## config.mk

```make
export PLATFORM = sky130hd
export DESIGN_NAME = reg_mask_encoder32
export DESIGN_NICKNAME = d
export VERILOG_FILES = /design/src/rtl/reg_mask_encoder32.sv
export SDC_FILE = /design/constraint.sdc
export NUM_CORES = 1
export LEC_CHECK = 0
export ABC_AREA = 1
export BUFFER_PORTS_ARGS = -buffer_cell sky130_fd_sc_hd__buf_4
export CORE_MARGIN = 5
export CORE_UTILIZATION = 57
export CTS_BUF_LIST = sky130_fd_sc_hd__clkbuf_8 sky130_fd_sc_hd__clkbuf_16
export CTS_CLUSTER_DIAMETER = 80
export DETAILED_ROUTE_END_ITERATION = 16
export GPL_TIMING_DRIVEN = 0
export PLACE_DENSITY = 0.77
export SETUP_SLACK_MARGIN = 0.4
export SYNTH_ARGS = -nofsm -noshare
export SYNTH_HDL_FRONTEND = slang
export SYNTH_SLANG_ARGS = --single-unit
```

## constraint.sdc

```tcl
create_clock -name clk -period 3.95 [get_ports clk]
set_input_delay 0.79 -clock clk [delete_from_list [all_inputs] [get_ports clk]]
set_output_delay 0.79 -clock clk [all_outputs]
set_load 0.02 [all_outputs]
```

## src/rtl/reg_mask_encoder32.sv

```systemverilog
`default_nettype none
// ============================================================================
// Module      : reg_mask_encoder32
// Description : Converts a captured 32-bit multi-hot register mask into a
//               stream of 5-bit register addresses, one per set bit, over a
//               valid/ready handshake. This is the inverse of a 5-to-32
//               write-enable decoder. It is used for multi-register writeback,
//               flush sequencing and scoreboard drain.
//
// Parameters  : LSB_FIRST  1 = lowest set bit first (0 -> 31)
//                          0 = highest set bit first (31 -> 0)
//
// Ports       : clk            system clock, rising edge
//               reset_n        synchronous reset, active-low
//               load_valid     producer offers load_mask
//               load_ready     block can accept a mask (state IDLE)
//               load_mask      multi-hot mask, bit i = register i
//               out_valid      out_addr holds a valid address
//               out_ready      consumer accepts out_addr
//               out_addr       encoded register address (registered)
//               out_last       out_addr is the final set bit of the mask
//               busy           high while a mask is being drained
//               out_remaining  addresses still to emit, including out_addr
//                              (present only with REG_MASK_ENCODER32_COUNT_EN)
//
// Options     : `define REG_MASK_ENCODER32_COUNT_EN adds out_remaining.
//
// Revision    : 1.0 - initial release
// ============================================================================
module reg_mask_encoder32 #(
    parameter int LSB_FIRST = 1
) (
    input  logic        clk,
    input  logic        reset_n,
    input  logic        load_valid,
    output logic        load_ready,
    input  logic [31:0] load_mask,
    output logic        out_valid,
    input  logic        out_ready,
    output logic [4:0]  out_addr,
    output logic        out_last,
    output logic        busy
`ifdef REG_MASK_ENCODER32_COUNT_EN
    ,
    output logic [5:0]  out_remaining
`endif
);

    typedef enum logic [0:0] {
        ST_IDLE  = 1'b0,
        ST_DRAIN = 1'b1
    } state_t;

    state_t      r_state;
    state_t      w_state_nxt;
    logic [31:0] r_pending;
    logic [31:0] w_pending_nxt;
    logic [4:0]  r_addr;
    logic [4:0]  w_addr_nxt;
    logic        r_valid;
    logic        w_valid_nxt;
    logic        r_last;
    logic        w_last_nxt;

    // The selector works on the incoming mask while idle (first address) and
    // on the pending remainder while draining (every following address).
    logic [31:0] w_sel_src;
    logic [4:0]  w_sel_idx;
    logic [31:0] w_sel_cleared;

    assign w_sel_src     = (r_state == ST_IDLE) ? load_mask : r_pending;
    assign w_sel_cleared = w_sel_src & ~(32'd1 << w_sel_idx);

    // Priority encoder: the final assignment in the loop wins, so the scan
    // direction determines whether the lowest or the highest set bit is taken.
    generate
        if (LSB_FIRST != 0) begin : g_lsb_first
            always_comb begin
                w_sel_idx = 5'd0;
                for (int i = 31; i >= 0; i--) begin
                    if (w_sel_src[i]) begin
                        w_sel_idx = 5'(i);
                    end
                end
            end
        end else begin : g_msb_first
            always_comb begin
                w_sel_idx = 5'd0;
                for (int i = 0; i < 32; i++) begin
                    if (w_sel_src[i]) begin
                        w_sel_idx = 5'(i);
                    end
                end
            end
        end
    endgenerate

`ifdef REG_MASK_ENCODER32_COUNT_EN
    logic [5:0] r_remaining;
    logic [5:0] w_remaining_nxt;
    logic [5:0] w_popcount;

    always_comb begin
        w_popcount = 6'd0;
        for (int i = 0; i < 32; i++) begin
            w_popcount = w_popcount + 6'(load_mask[i]);
        end
    end

    assign out_remaining = r_remaining;
`else
    // Without the count option no population count is built.
`endif

    // Next-state and next-output logic.
    always_comb begin
        w_state_nxt   = r_state;
        w_pending_nxt = r_pending;
        w_addr_nxt    = r_addr;
        w_valid_nxt   = r_valid;
        w_last_nxt    = r_last;
`ifdef REG_MASK_ENCODER32_COUNT_EN
        w_remaining_nxt = r_remaining;
`endif
        case (r_state)
            ST_IDLE: begin
                // An all-zero mask is accepted and silently dropped.
                if (load_valid && (load_mask != 32'd0)) begin
                    w_pending_nxt = w_sel_cleared;
                    w_addr_nxt    = w_sel_idx;
                    w_valid_nxt   = 1'b1;
                    w_last_nxt    = (w_sel_cleared == 32'd0);
                    w_state_nxt   = ST_DRAIN;
`ifdef REG_MASK_ENCODER32_COUNT_EN
                    w_remaining_nxt = w_popcount;
`endif
                end
            end
            ST_DRAIN: begin
                if (r_valid && out_ready) begin
                    if (r_last) begin
                        // out_addr keeps its final value while idle.
                        w_valid_nxt = 1'b0;
                        w_last_nxt  = 1'b0;
                        w_state_nxt = ST_IDLE;
                    end else begin
                        w_pending_nxt = w_sel_cleared;
                        w_addr_nxt    = w_sel_idx;
                        w_last_nxt    = (w_sel_cleared == 32'd0);
                    end
`ifdef REG_MASK_ENCODER32_COUNT_EN
                    w_remaining_nxt = r_remaining - 6'd1;
`endif
                end
            end
            default: begin
                w_state_nxt = ST_IDLE;
            end
        endcase
    end

    always_ff @(posedge clk) begin
        if (!reset_n) begin
            r_state   <= ST_IDLE;
            r_pending <= 32'd0;
            r_addr    <= 5'd0;
            r_valid   <= 1'b0;
            r_last    <= 1'b0;
`ifdef REG_MASK_ENCODER32_COUNT_EN
            r_remaining <= 6'd0;
`endif
        end else begin
            r_state   <= w_state_nxt;
            r_pending <= w_pending_nxt;
            r_addr    <= w_addr_nxt;
            r_valid   <= w_valid_nxt;
            r_last    <= w_last_nxt;
`ifdef REG_MASK_ENCODER32_COUNT_EN
            r_remaining <= w_remaining_nxt;
`endif
        end
    end

    assign load_ready = (r_state == ST_IDLE);
    assign busy       = (r_state == ST_DRAIN);
    assign out_valid  = r_valid;
    assign out_addr   = r_addr;
    assign out_last   = r_last;

endmodule
`default_nettype wire
```

==> results.yml <==
logic_synthesis:
  synth.area.mux_share: 0.003524
  synth_top_family_by_area: "simple AND/OR/NAND/NOR gates"
  synthXorXnorAreaFrac: 0
  syn_inst: 454
  synthArstFlopShare: 0
  syn-cell-area_um2: 2840
  synth-seq-cells: 40
  syn_avg_cell_area_um2: 6.256
  synth_ff_type: "dfxtp_1"
  syn-num-nets: 490
  synth-edff-count: 0
  synth_fa_ha_area_frac: 0
  synth_compound_area_frac: 0.2537
  synth.distinct_cells: 38
  yosys_warnings: 0
  synthSimpleGateAreaFrac: 0.3493
  ys_seq_area_frac: 0.2819
global_route:
  grt_pass1_wl_um: 14470
  antenna_found_initial: 0
  grt.overflow.total: 0
  first_global_vias: 3037
  grt_max_degree: 12
  track_usage: 0.2835
critical_path:
  crit_type: "register to register"
  rrSetupSlack_ns: 0.35
  critPathCaptureType: "register"
  reg2reg_from: "busy"
  start_kind: "register"
  cp.required_ns: 4.19
  cp_max_fo: 10
  arrival_ns: 3.84
  critPathLaunch: "busy"
clocking:
  insertion_delay_ns: 0.30
  cts_tree: "done"
  cts.sinks: 40
  clk_path_buf_depth: 2
  ctsHoldBuffers: 0
  cts-htree-levels: 2
  cts-root-buf: "clkbuf_8"
  numCtsBuffers: 5
  clk_pin_slew_ns: 0.08
drt:
  first_pass_iters: 6
  drc: 0
  avgViaCountPerCell: 5.600
  routed_wl_um: 8909
  wl_per_cell_um: 15.36
  vias: 3248
  drtIter0Drc: 295
  antenna_violating_nets_post_route: 0
floorplanning:
  core.rowCount: 25
  core_area_um2: 4786
  die_h_um: 80.59
  die_area_um2: 6495
  boundaryPins: 45
  start_util: 0.5935
  die_width_um: 80.59
status:
  status: "finished, final reports clean"
sta:
  slew_viol_final: 0
  tightest_slew_ns: 0.8396
  fin_skew_ns: 0.008472
  hold_violations: 0
  rsz0062_at_grt: "yes"
  period_needed_ns: 3.604
  holdWs_ns: 0.4582
  fin_crit_sh: 0.9124
  setup_viol: 0
  setup-tns-final_ns: 0
  fmax_mhz: 277.5
  maxSlewHeadroom: 0.4403
placement:
  numPortBuffers: 43
  dp_hpwl_um: 6757
  gp_congestion: 0.9752
  dp_cells: 564
final_layout:
  layout_common_cells: "93 x nand2_1, 52 x o21ai_0, 47 x buf_4, 45 x inv_1"
  final_common_cell: "nand2_1"
  syn2layout_area_growth_pct: 23.17
  diodes: 0
  fin_nets: 549
  fin_cells: 580
  drive_above_1_share: 0.2417
worst_hold_path:
  hp-class: "register to register"
  min_from: "r_pending[0]"
power:
  p_per_area_nw_per_um2: 362.6
  p_leak_uw: 0.001587
  ir_worst_vdd_mv: 0.1838
run:
  drv_cap: 0
[routing by layer]
layer	GRT usage	vias to the layer above	routed length (µm)
li1	-	1614	-
met4	0.06588	0	116
met3	0.03363	16	580
met2	0.4992	132	4322
met5	0	-	0
met1	0.3669	1486	3890
[through the flow]
stage,setup WS (ns),util,power [µW],cell area [µm²]
floorplan,0.7278,-,825.6,2840
global placement,0.05843,0.6784,949.9,3247
detailed placement,0.04730,0.6784,962.3,3247
CTS,0.4105,0.7075,1227,3386
global route,0.006009,0.7310,1344,3498
finish,0.3459,0.7310,1268,3498
[worst max-delay path: stages (launching register included)]
cell and delay [ns]:
dfxtp_2 0.40, buf_6 0.16, buf_4 0.19, mux2i_1 0.35, nand2_1 0.13, a21oi_1 0.17
o31ai_1 0.09, nand2_1 0.07, nand2_1 0.05, nand2_1 0.05, nand2_1 0.05, nand2_1 0.06
nand2_1 0.05, a21oi_1 0.43, nand3_2 0.21, nor2_4 0.18, nand3_1 0.10, nand2_1 0.10
nand2_1 0.08, inv_2 0.05, nand2_1 0.04, nor2_1 0.12, nand2_1 0.07, nor2_2 0.13
nand2_1 0.09, a21oi_2 0.12
[what timing repair did]
action                     4_1_cts  5_1_grt
resized for setup               13       19
pin swaps                        4        4
buffers inserted                 3        6
setup endpoints to repair        1        3
[synth_stat cells, types with 3 or more instances]
library cell | n | area (µm²)
nor4_1 | 6 | 37.54
o21ai_1 | 16 | 80.08
o21ai_0 | 52 | 260.3
clkbuf_1 | 14 | 52.55
nand4_1 | 5 | 31.28
nand2_1 | 96 | 360.4
or2_1 | 7 | 43.79
o21a_1 | 3 | 22.52
or2_2 | 8 | 50.05
nand4_2 | 3 | 37.54
buf_2 | 4 | 20.02
inv_1 | 47 | 176.4
dfxtp_1 | 40 | 800.8
nor2_1 | 41 | 153.9
or2_0 | 8 | 50.05
nand2_4 | 3 | 33.78
a21oi_1 | 40 | 200.2
nand3_1 | 21 | 105.1
inv_2 | 6 | 22.52
o21ai_2 | 8 | 70.07
[logic make-up (layout without fill, tap and decap cells)]
group           after synthesis  count (layout)
compound gates              128             128
buf+inv                      77             136
flops                        40              40
mux                           1               1
simple gates                208             208
[flip-flops by register name, indices dropped and copies added (netlist names)]
register   count
out_addr       5
r_pending     32
busy           1
out_valid      1
out_last       1
[final cells by class]
type	instances	area, µm²
Buffer	22	113.9
Clock buffer	5	68.82
Clock inverter	2	8.758
Fill cell	420	1287
Inverter	55	206.4
Multi-Input combinational cell	337	1790
Sequential cell	40	802.0
Tap cell	67	83.83
Timing Repair Buffer	52	424.2
[worst paths after layout]
| kind | cells after the start | endpoint |
|---|---|---|
| setup / recovery | 25 | out_last |
| hold / removal | 2 | r_pending[0] |
| setup reg to reg | 25 | out_last |
| hold reg to reg | 2 | r_pending[0] |
[power breakdown]
group	internal [µW]	total, µW	switching [µW]
sequential	456	481	24.9
clock	118	264	146
combinational	199	523	324
total	773	1270	495
Note: power is estimated with default switching activity, not from simulation.
